## config.mk

```make
export PLATFORM = sky130hd
export DESIGN_NAME = reorder_buffer
export DESIGN_NICKNAME = d
export VERILOG_FILES = /design/src/rtl/reorder_buffer.sv
export SDC_FILE = /design/constraint.sdc
export NUM_CORES = 2
export LEC_CHECK = 0
export CAP_MARGIN = 20
export CORE_ASPECT_RATIO = 1.75
export CORE_MARGIN = 2
export CORE_UTILIZATION = 40
export CTS_BUF_LIST = sky130_fd_sc_hd__clkbuf_8
export DETAILED_ROUTE_END_ITERATION = 10
export MAX_ROUTING_LAYER = met4
export PLACE_DENSITY_LB_ADDON = 0.12
export SLEW_MARGIN = 20
export SYNTH_ARGS = -nofsm -noshare
export SYNTH_HDL_FRONTEND = slang
export SYNTH_SLANG_ARGS = --single-unit
```

## constraint.sdc

```tcl
create_clock -name clk -period 18.85 [get_ports clk]
set_clock_uncertainty 0.15 [all_clocks]
set_input_delay 3.77 -clock clk [delete_from_list [all_inputs] [get_ports clk]]
set_output_delay 3.77 -clock clk [all_outputs]
set_load 0.01 [all_outputs]
```

## src/rtl/reorder_buffer.sv

```systemverilog
// Circular in-order reorder buffer: allocates tags at dispatch, captures CDB results and retires in program order.
// Optional ROB_BYPASS_EN: operand lookups also see the same-cycle CDB broadcast.
module reorder_buffer #(
  parameter int ROB_SIZE  = 16,
  parameter int ROB_IDX_W = 4
) (
  input  logic                 clk,
  input  logic                 rst,
  input  logic                 rdy,
  input  logic                 issue_valid,
  output logic                 issue_ready,
  input  logic [4:0]           issue_rd,
  input  logic                 issue_is_branch,
  input  logic                 issue_pred_taken,
  output logic [ROB_IDX_W-1:0] issue_tag,
  input  logic                 cdb_valid,
  input  logic [ROB_IDX_W-1:0] cdb_tag,
  input  logic [31:0]          cdb_value,
  input  logic                 cdb_taken,
  input  logic [31:0]          cdb_target,
  input  logic [ROB_IDX_W-1:0] q1_tag,
  input  logic [ROB_IDX_W-1:0] q2_tag,
  output logic                 q1_ready,
  output logic                 q2_ready,
  output logic [31:0]          q1_value,
  output logic [31:0]          q2_value,
  output logic                 commit_valid,
  output logic [4:0]           commit_rd,
  output logic [31:0]          commit_value,
  output logic [ROB_IDX_W-1:0] commit_tag,
  output logic                 jump_wrong,
  output logic [31:0]          jump_target
);

  localparam logic [ROB_IDX_W:0] FULL = ROB_SIZE[ROB_IDX_W:0];

  logic                 busy        [ROB_SIZE];
  logic                 entry_ready [ROB_SIZE];
  logic [4:0]           entry_rd    [ROB_SIZE];
  logic [31:0]          entry_value [ROB_SIZE];
  logic                 entry_br    [ROB_SIZE];
  logic                 entry_pred  [ROB_SIZE];
  logic                 entry_taken [ROB_SIZE];
  logic [31:0]          entry_tgt   [ROB_SIZE];

  logic [ROB_IDX_W-1:0] head, tail;
  logic [ROB_IDX_W:0]   count;

  logic head_done, mispredict, commit_fire, issue_fire, cdb_hit;

  assign issue_ready = (count < FULL);
  assign issue_tag   = tail;
  assign cdb_hit     = cdb_valid && busy[cdb_tag];

  always_comb begin
    head_done   = (count != '0) && busy[head] && entry_ready[head];
    mispredict  = head_done && entry_br[head] && (entry_taken[head] != entry_pred[head]);
    commit_fire = rdy && head_done && !mispredict;
    issue_fire  = rdy && issue_valid && issue_ready && !mispredict;
  end

  always_comb begin
    q1_ready = busy[q1_tag] && entry_ready[q1_tag];
    q1_value = entry_value[q1_tag];
    q2_ready = busy[q2_tag] && entry_ready[q2_tag];
    q2_value = entry_value[q2_tag];
`ifdef ROB_BYPASS_EN
    if (cdb_valid && cdb_tag == q1_tag) begin
      q1_ready = 1'b1;
      q1_value = cdb_value;
    end
    if (cdb_valid && cdb_tag == q2_tag) begin
      q2_ready = 1'b1;
      q2_value = cdb_value;
    end
`endif
  end

  // Control state: pointers, occupancy and busy/ready flags.
  always_ff @(posedge clk or negedge rst) begin
    if (!rst) begin
      busy         <= '{default: 1'b0};
      entry_ready  <= '{default: 1'b0};
      head         <= '0;
      tail         <= '0;
      count        <= '0;
      commit_valid <= 1'b0;
      commit_rd    <= '0;
      commit_value <= '0;
      commit_tag   <= '0;
      jump_wrong   <= 1'b0;
      jump_target  <= '0;
    end else begin
      commit_valid <= 1'b0;
      jump_wrong   <= 1'b0;
      if (rdy) begin
        if (mispredict) begin
          busy        <= '{default: 1'b0};
          entry_ready <= '{default: 1'b0};
          head        <= '0;
          tail        <= '0;
          count       <= '0;
          jump_wrong  <= 1'b1;
          jump_target <= entry_tgt[head];
        end else begin
          if (cdb_hit)
            entry_ready[cdb_tag] <= 1'b1;
          if (issue_fire) begin
            busy[tail]        <= 1'b1;
            entry_ready[tail] <= 1'b0;
            tail              <= tail + 1'b1;
          end
          // Issue never targets head while commit fires: that needs a full buffer.
          if (commit_fire) begin
            busy[head]        <= 1'b0;
            entry_ready[head] <= 1'b0;
            head              <= head + 1'b1;
            commit_valid      <= 1'b1;
            commit_rd         <= entry_br[head] ? 5'd0 : entry_rd[head];
            commit_value      <= entry_value[head];
            commit_tag        <= head;
          end
          if (issue_fire && !commit_fire)
            count <= count + 1'b1;
          else if (!issue_fire && commit_fire)
            count <= count - 1'b1;
        end
      end
    end
  end

  // Payload storage; validity is tracked entirely by busy/ready.
  always_ff @(posedge clk) begin
    if (rdy) begin
      if (issue_fire) begin
        entry_rd[tail]   <= issue_rd;
        entry_br[tail]   <= issue_is_branch;
        entry_pred[tail] <= issue_pred_taken;
      end
      if (cdb_hit) begin
        entry_value[cdb_tag] <= cdb_value;
        entry_taken[cdb_tag] <= cdb_taken;
        entry_tgt[cdb_tag]   <= cdb_target;
      end
    end
  end

endmodule

```

# Yosys cells after proc, flatten, opt, wreduce, memory -nomap -nowiden
# Memories as Yosys holds them, arrays and structs flattened. A register that Yosys moved wholly into a read port is not among the register bits.
# Index checks and enable logic that the tools add are counted.
op_classes:
  addsub: 4
  order_cmp: 9
  eq_ne: 1
  muxes: 59
  n_bitwise: 13
  reduce_logical: 31
op_table:
  columns: ["op", "count"]
  rows:
  - ["2-to-1 mux 16 bit", 13]
  - ["bitwise AND 16 bit", 3]
  - ["inverter 16 bit", 2]
  - ["OR 16 bit", 2]
  - ["binary-select mux 1 bit (select 4 bit)", 7]
  - ["2-to-1 mux 1 bit", 28]
  - [">= comparator 5 bit, second input constant", 5]
  - ["inverter 4 -> 5 bit", 5]
  - ["2-to-1 mux 5 bit", 4]
  - ["logical AND 1 bit", 17]
  - ["2-to-1 mux 4 bit", 4]
  - ["< comparator 5 x 1 -> 1 bit, second input constant", 3]
  - ["demux 1 bit (select 4 bit)", 3]
  - ["adder 4 x 1 -> 4 bit, second input constant", 2]
  - ["AND reduction 2 bit", 4]
  - ["adder 5 x 1 -> 5 bit, second input constant", 1]
  - ["zero test 1 bit", 5]
  - ["< comparator 5 bit, second input constant", 1]
  - ["nonzero test 5 bit", 1]
  - ["subtractor 5 x 1 -> 5 bit, second input constant", 1]
  - ["nonzero test 2 bit", 2]
  - ["AND reduction 3 bit", 1]
  - ["nonzero test 3 bit", 1]
  - ["!= test 1 bit", 1]
  - ["inverter 1 bit", 1]
word_totals:
  register_bits: 56
  ramBits: 1152
  in_bits: 89
  output_inout_bits: 146
  memories: 6
mem_list:
  columns: ["name", "words", "width", "rd", "rd_ports_with_merged_regs", "write_ports", "line_no", "rtl"]
  rows:
  - ["entry_tgt", 16, 32, 1, 1, 1, "44", "logic [31:0] entry_tgt [ROB_SIZE];"]
  - ["entry_value", 16, 32, 3, 1, 1, "40", "logic [31:0] entry_value [ROB_SIZE];"]
  - ["entry_rd", 16, 5, 1, 0, 1, "39", "logic [4:0] entry_rd [ROB_SIZE];"]
  - ["entry_br", 16, 1, 1, 0, 1, "41", "logic entry_br [ROB_SIZE];"]
  - ["entry_pred", 16, 1, 1, 0, 1, "42", "logic entry_pred [ROB_SIZE];"]
  - ["entry_taken", 16, 1, 1, 0, 1, "43", "logic entry_taken [ROB_SIZE];"]

# Depth between registers and ports, before layout
# Gate-level depths: netlist of the first run.
depth:
  depth_word: 17
  depth_mapped: 14

# Worst setup path before layout of the first run
# No wires, ideal clock.
synth_path:
  path_type: "input to register"
  startpoint: "input cdb_tag[0]"
  endpoint: "register entry_ready[11] (netlist bit)"
  t_arrival_ns: 11.547
  path_slack_ns: 7.061
  cell_stages: 7
  path_buffers: 1
  cell_sequence: "clkbuf_1 > mux4_2 > mux4_2 > nand2_1 > nor4_1 > a31oi_1 > nor2_1"
synth_between:
  elab_chain_len: 16
  elab_cells_between_ends: 21
synth_rtl:
  columns: ["element", "line_no", "rtl"]
  rows:
  - ["start: declaration", "17", "input logic [ROB_IDX_W-1:0] cdb_tag,"]
  - ["inverter 4 -> 5 bit (implied by the code) *", "53, 107", null]
  - [">= comparator 5 bit (implied by the code) / < comparator 5 x 1 -> 1 bit (equally long branches)", "107", "entry_ready[cdb_tag] <= 1'b1;"]
  - ["logical AND 1 bit (implied by the code)", "107", null]
  - ["2-to-1 mux 1 bit (implied by the code)", "107", null]
  - ["demux 1 bit (select 4 bit)", "107", null]
  - ["OR 16 bit (no source line)", null, null]
  - ["2-to-1 mux 16 bit *", "106", "if (cdb_hit)"]
  - ["2-to-1 mux 16 bit *", "97", "if (mispredict) begin"]
  - ["2-to-1 mux 16 bit *", "96", "if (rdy) begin"]
  - ["bitwise AND 16 bit (no source line)", null, null]
  - ["2-to-1 mux 16 bit *", "108", "if (issue_fire) begin"]
  - ["2-to-1 mux 16 bit *", "97", null]
  - ["2-to-1 mux 16 bit *", "96", null]
  - ["bitwise AND 16 bit (no source line)", null, null]
  - ["2-to-1 mux 16 bit *", "114", "if (commit_fire) begin"]
  - ["2-to-1 mux 16 bit *", "97", null]
  - ["end signal: assignment", "99", "entry_ready <= '{default: 1'b0};"]
  - ["end signal: indexed assignment", "107", null]
  - ["end signal: indexed assignment", "116", "entry_ready[head] <= 1'b0;"]
  - ["end: declaration", "38", "logic entry_ready [ROB_SIZE];"]
# Every way passes the cells marked *; elsewhere a longest branch is shown, timed or not. The select of a mux whose other input is x is not followed.
# A chain may end at the register's enable or synchronous reset.

# Worst setup path after layout of the first run
layout_path:
  startpoint: "input q2_tag[1]"
  endpoint: "output q2_value[8]"
layout_between:
  elab_chain_len: 1
layout_rtl:
  columns: ["element", "line_no", "rtl"]
  rows:
  - ["start: declaration", "22", "input logic [ROB_IDX_W-1:0] q2_tag,"]
  - ["memory read (16 x 32 bit)", null, null]
  - ["end: declaration", "26", "output logic [31:0] q2_value,"]
# No other way between the ends.

==> results of run 1 <==
[synthesized netlist by cell type, types with 5 or more instances]
| cell type | instances |
|---|---|
| edfxtp_1 | 1152 |
| buf_6 | 9 |
| and2_1 | 5 |
| o221a_2 | 16 |
| nor4_1 | 5 |
| mux2i_1 | 12 |
| clkbuf_1 | 109 |
| inv_1 | 9 |
| buf_1 | 46 |
| mux2_2 | 9 |
| nor3_1 | 13 |
| and3_1 | 9 |
| o21ai_0 | 5 |
| a31oi_1 | 41 |
| ha_1 | 12 |
| nor2_1 | 66 |
| mux2_4 | 66 |
| a21oi_1 | 32 |
| nand2_1 | 48 |
| dfrtp_1 | 120 |
| a311oi_1 | 8 |
| mux4_2 | 688 |
| a22oi_1 | 5 |
| buf_2 | 18 |
| a32o_1 | 5 |
[logic make-up (layout without fill, tap and decap cells)]
family / Yosys count / count (layout)
XOR/XNOR: 3 / 3
buffers and inverters: 198 / 666
other: 0 / 13
AO/OA/AOI/OAI: 123 / 123
adder cells (fa/ha/maj): 13 / 13
flip-flops: 1272 / 1272
multiplexers: 776 / 776
AND/OR/NAND/NOR: 175 / 175
[per-layer routing]
| layer | part of all wire (%) | wire length [um] | GRT usage (%) |
|---|---|---|---|
| met5 | 0 | 0 | - |
| met3 | 5.6 | 9150 | 4.60 |
| met2 | 52 | 84700 | 38.7 |
| met4 | 3.5 | 5810 | 8.39 |
| met1 | 39 | 64400 | 29.0 |
[power groups by stage]
stage / Sequential [mW] / Combinational [mW] / Clock (mW)
after floorplan: 3.14 / 0.118 / 0
after global placement: 3.13 / 0.247 / 0
after detailed placement: 3.13 / 0.253 / 0
after CTS: 3.08 / 0.253 / 2.37
after global routing: 3.07 / 0.265 / 2.48
final: 3.08 / 0.250 / 2.30
[flip-flops by register name (all words and copies together) (netlist names)]
name / cells
commit_rd: 5
head: 4
entry_value: 512
commit_valid: 1
issue_tag: 4
entry_br: 16
entry_pred: 16
entry_rd: 80
commit_tag: 4
busy: 16
count: 5
entry_ready: 16
entry_taken: 16
jump_target: 32
commit_value: 32
entry_tgt: 512
jump_wrong: 1
[worst paths after layout]
check | slack (ps) | end | from | cells past startpoint
max | 7920 | q2_value[8] | q2_tag[1] | 5
min | 360 | jump_target[7]$_DFFE_PN0P_ | jump_target[7]$_DFFE_PN0P_ | 1
max reg2reg | 12810 | commit_value[25]$_DFFE_PN0P_ | head[1]$_DFFE_PN0P_ | 9
min reg2reg | 360 | jump_target[7]$_DFFE_PN0P_ | jump_target[7]$_DFFE_PN0P_ | 1
max in group asynchronous | 14480 | head[2]$_DFFE_PN0P_ | rst | 2
min in group asynchronous | 2760 | commit_value[9]$_DFFE_PN0P_ | rst | 1
[per-stage QoR]
step,setup slack (ps),area [um2]
global placement,7830,61600
finish,7920,65600
global route,7780,65600
CTS,7770,65500
detailed placement,7780,61600
floorplan,7060,57200
[layout make-up]
type,instances,area [um2]
clock inverters,144,978
well taps,1850,2310
repair buffers,298,2900
clock buffers,212,2920
flip-flops and latches,1272,37600
inverters,12,50.0
diodes,13,32.5
multi-input cells,1090,18800
fillers,11900,76300
==> impl_metrics.toml, run 1 <==
[placed_design]
gp_congestion = 0.902
io_buffers = 234
place_hpwl_um = 90200
dp.cells = 4520

[sta]
worstMarginPinSlew_ps = 1110
min_period_ps = 10930
maxSlewViolCount = 0
finalHoldViolations = 0
finalCritPeriodShare_pct = 58.0
max_freq_mhz = 91.5
fin_hold_ws_ps = 360
slew_headroom_pct = 25.8
setup_tns_ps = 0
rsz0062_at_grt = "no"
setup-violations-final = 0

[synthesis]
synth_top_family_by_area = "multiplexers"
synthAdderAreaFrac_pct = 0.298
synth_edf_count = 1152
synthMuxAreaShare_pct = 29.3
yosys_register_bits = 1272
ys_types = 55
synth_compound_area_share_pct = 1.54
synth_top_area_cell = "edfxtp_1"
syn_inst = 2560
synthesis.nets = 2662
synth-xor-area-share_pct = 0.0460
synth.avg_cell_area_um2 = 22.3
async_flop_share_pct = 9.43
synth.top_cell.area_share_pct = 60.5
yosys_most_used_dff = "edfxtp_1"
ys_seq_area_share_pct = 65.8
synth_area_leaders = "edfxtp_1 61%, mux4_2 27%, dfrtp_1 5.3%"
syn_area_mm2 = 0.0572
yosys_warnings = 0
synthSimpleGateAreaFrac_pct = 1.49

[power]
swShare_pct = 22.4
finalPower_mw = 5.63
power.leakage_nw = 21.1
power_density_mw_per_mm2 = 85.8
seq_power_share_pct = 54.6
clkPwrFrac_pct = 40.9
p_int_mw = 4.37
max-vdd-ir-drop_mv = 0.0621
comb_power_share_pct = 4.4
p_switching_mw = 1.26

[critical_path]
worst-endpoint-arrival_ps = 7010
cp_num_buf_inv = 3
crit_type = "in -> out"
critPathCaptureType = "primary output"
worst-path-max-fanout = 77
crit_chain = "buf_6, buf_4, mux4_2, mux4_2, clkdlybuf4s50_1"
cp_slowest_cell = "buf_4"
critPathMostFrequentCell = "mux4_2"
crit_family = "buffers and inverters"
cp_slowest_stage_delay_ps = 920
cp_data_required_time_ps = 14930
start_kind = "input port"

[finish]
layout_common_cells = "1152 x edfxtp_1, 688 x mux4_2, 225 x clkdlybuf4s50_1"
drive_gt1_share_pct = 38.1
final_common_cell = "edfxtp_1"
nets = 2966
syn2layout_area_growth_pct = 14.8
final_util_pct = 46.2
layout.cells.non_filler = 4891

[clocking]
post_cts_resized = 0
clock_latency_ps = 920
hold_buffers = 0
cts_setup_buffers = 0
clock_path_buffers = 3
clkTransAtPathRegs_ps = 50
root_buffer = "clkbuf_8"
cts_tree = "yes"
cts_buffers = 190
h-tree-depth = 4
cts_sinks = 1272

[drt]
drc = 0
vias = 29500
routedWlPerCell_um = 33.6
totalWireLength_um = 164000
vias_per_cell = 6.04
drt_iter0_drc = 2307
firstDrtPassIters = 7
postRouteAntennaNets = 0

[flow_run]
cap_violations = 0

[global_route]
grt.total_usage_pct = 23.5
antenna_found_initial = 13
grt_first_pass_wirelength_um = 235000
gr-total-overflow = 0
grt_max_degree = 149
grt_pass1_vias = 32300

[floorplan]
io_pins = 235
start_util_pct = 40.3
die_w_um = 290
die_y_um = 504
die-area_mm2 = 0.146
placementRows = 183
core-area_mm2 = 0.142

[worst_hold_path]
hold_path_class = "reg -> reg"

[status]
status = "finished, final reports clean"
Note: power is estimated with default switching activity, not from simulation.
==> run 2, diff against run 1 <==
==> constraint.sdc (replaced) <==
create_clock -name clk -period 9 [get_ports clk]
set_clock_uncertainty 0.15 [all_clocks]
set_input_delay 1.8 -clock clk [delete_from_list [all_inputs] [get_ports clk]]
set_output_delay 1.8 -clock clk [all_outputs]
set_load 0.01 [all_outputs]
==> impl_metrics.toml, run 2 (same netlist as run 1, synthesis figures left out) <==
[status]
status = "finished, final reports clean"

[clocking]
cts_tree = "yes"
cts_buffers = 186
clkTransAtPathRegs_ps = 60
clock_latency_ps = 930
cts_sinks = 1272
post_cts_resized = 0
root_buffer = "clkbuf_8"
hold_buffers = 0
cts_setup_buffers = 0
h-tree-depth = 4
clock_path_buffers = 3

[drt]
totalWireLength_um = 162000
postRouteAntennaNets = 0
drt_iter0_drc = 2685
vias_per_cell = 6.07
drc = 0
routedWlPerCell_um = 33.2
vias = 29600
firstDrtPassIters = 8

[sta]
setup-violations-final = 0
setup_ws_ps = 2360
min_period_ps = 6640
maxSlewViolCount = 0
finalCritPeriodShare_pct = 73.7
worstMarginPinSlew_ps = 1190
rsz0062_at_grt = "no"
finalHoldViolations = 0
fin_hold_ws_ps = 357
max_freq_mhz = 151
slew_headroom_pct = 20.7

[power]
power.leakage_nw = 21.0
power_density_mw_per_mm2 = 178
max-vdd-ir-drop_mv = 0.138

[placed_design]
io_buffers = 234
gp_congestion = 0.881
place_hpwl_um = 87400
pre_cts_ws_ps = 2250
placed_cell_area_mm2 = 0.0618

[critical_path]
r2r-start = "head[1]$_DFFE_PN0P_"
ff2ff_path_depth = 9
worst-path-max-fanout = 52
cp_data_required_time_ps = 7050
timing.rr.end = "commit_value[31]$_DFFE_PN0P_"
r2r_slack_ps = 3520
start_kind = "input port"
crit_type = "in -> out"
worst-endpoint-arrival_ps = 4690
critPathCaptureType = "primary output"

[global_route]
grt_pass1_vias = 32100
antenna_found_initial = 18
grt.total_usage_pct = 23.2
gr-total-overflow = 0
grt_first_pass_wirelength_um = 232000
grt_max_degree = 135

[floorplan]
die_y_um = 504
io_pins = 235
core-area_mm2 = 0.142
start_util_pct = 40.3
placementRows = 183
die_w_um = 290
die-area_mm2 = 0.146

[worst_hold_path]
min_from = "commit_rd[4]$_DFFE_PN0P_"
hold_path_class = "reg -> reg"
hold_depth = 1
hold_end = "commit_rd[4]$_DFFE_PN0P_"

[finish]
syn2layout_area_growth_pct = 14.8
drive_gt1_share_pct = 37.9
fin_area_mm2 = 0.0656
layout_common_cells = "1152 x edfxtp_1, 688 x mux4_2, 225 x clkdlybuf4s50_1"
final_common_cell = "edfxtp_1"
top_regs = "entry_tgt: 512 flops, entry_value: 512 flops, entry_rd: 80 flops"
nets = 2953

[flow_run]
cap_violations = 0
-- run 2: cell count changes in the layout (fill, tap and decap cells not counted), moves of 2 or more --
cell,delta
buf_12,+15
clkbuf_8,-4
buf_4,-21
clkinvlp_4,+7
clkinv_1,+3
buf_6,-2
clkinv_8,-6
inv_1,-5
inv_12,-2
diode_2,+6
-- run 2: critical path, stage by stage --
cell and delay (ps):
clkbuf_8 520, buf_4 590, mux4_2 580, mux4_2 480, clkdlybuf4s50_1 550
-- run 2: area by class of cell --
| cell class | count | area (um2) |
|---|---|---|
| Fill cell | 11800 | 76300 |
| Sequential cell | 1272 | 37600 |
| Multi-Input combinational cell | 1090 | 18800 |
| Timing Repair Buffer | 289 | 3000 |
| Clock buffer | 208 | 2860 |
| Tap cell | 1850 | 2310 |
| Clock inverter | 143 | 910 |
| Inverter | 12 | 50.0 |
| Antenna cell | 19 | 47.5 |
-- run 2: worst max path at each step --
stage                     slack (ps)  cells past startpoint       start                          end
final                           2360                      5   q1_tag[0]                 q1_value[23]
after global routing            2200                      5   q2_tag[0]                  q2_value[5]
after CTS                       2250                      5   q2_tag[0]                  q2_value[5]
after detailed placement        2250                      5   q2_tag[0]                  q2_value[5]
after global placement          2300                      5   q2_tag[0]                  q2_value[5]
after floorplan                 -820                      7  cdb_tag[0]  entry_ready[11]$_DFFE_PN0P_
-- run 2: stage by stage --
stage	std cells	utilization (%)	setup TNS [ps]	total power, mW
after floorplan	2560	-	-211960	6.81
after global placement	4510	43.5	0	7.08
after detailed placement	4510	43.5	0	7.09
after CTS	4861	46.2	0	11.8
after global routing	4882	46.2	0	12.1
final	4883	46.2	0	11.7
-- run 2: power breakdown --
part	total [mW]	internal, mW	switching (mW)
Clock	4.72	2.42	2.30
Combinational	0.521	0.236	0.285
Sequential	6.44	6.44	0.000944
-- run 2: metal layers --
metal  track usage [%]  vias to the layer above  wire length (um)
met5                 -                        -                 0
li1                  -                    11900                 -
met2              37.7                     1186             82100
met3              4.99                      308             11500
met1              28.8                    16200             63100
met4              7.98                        0              5270
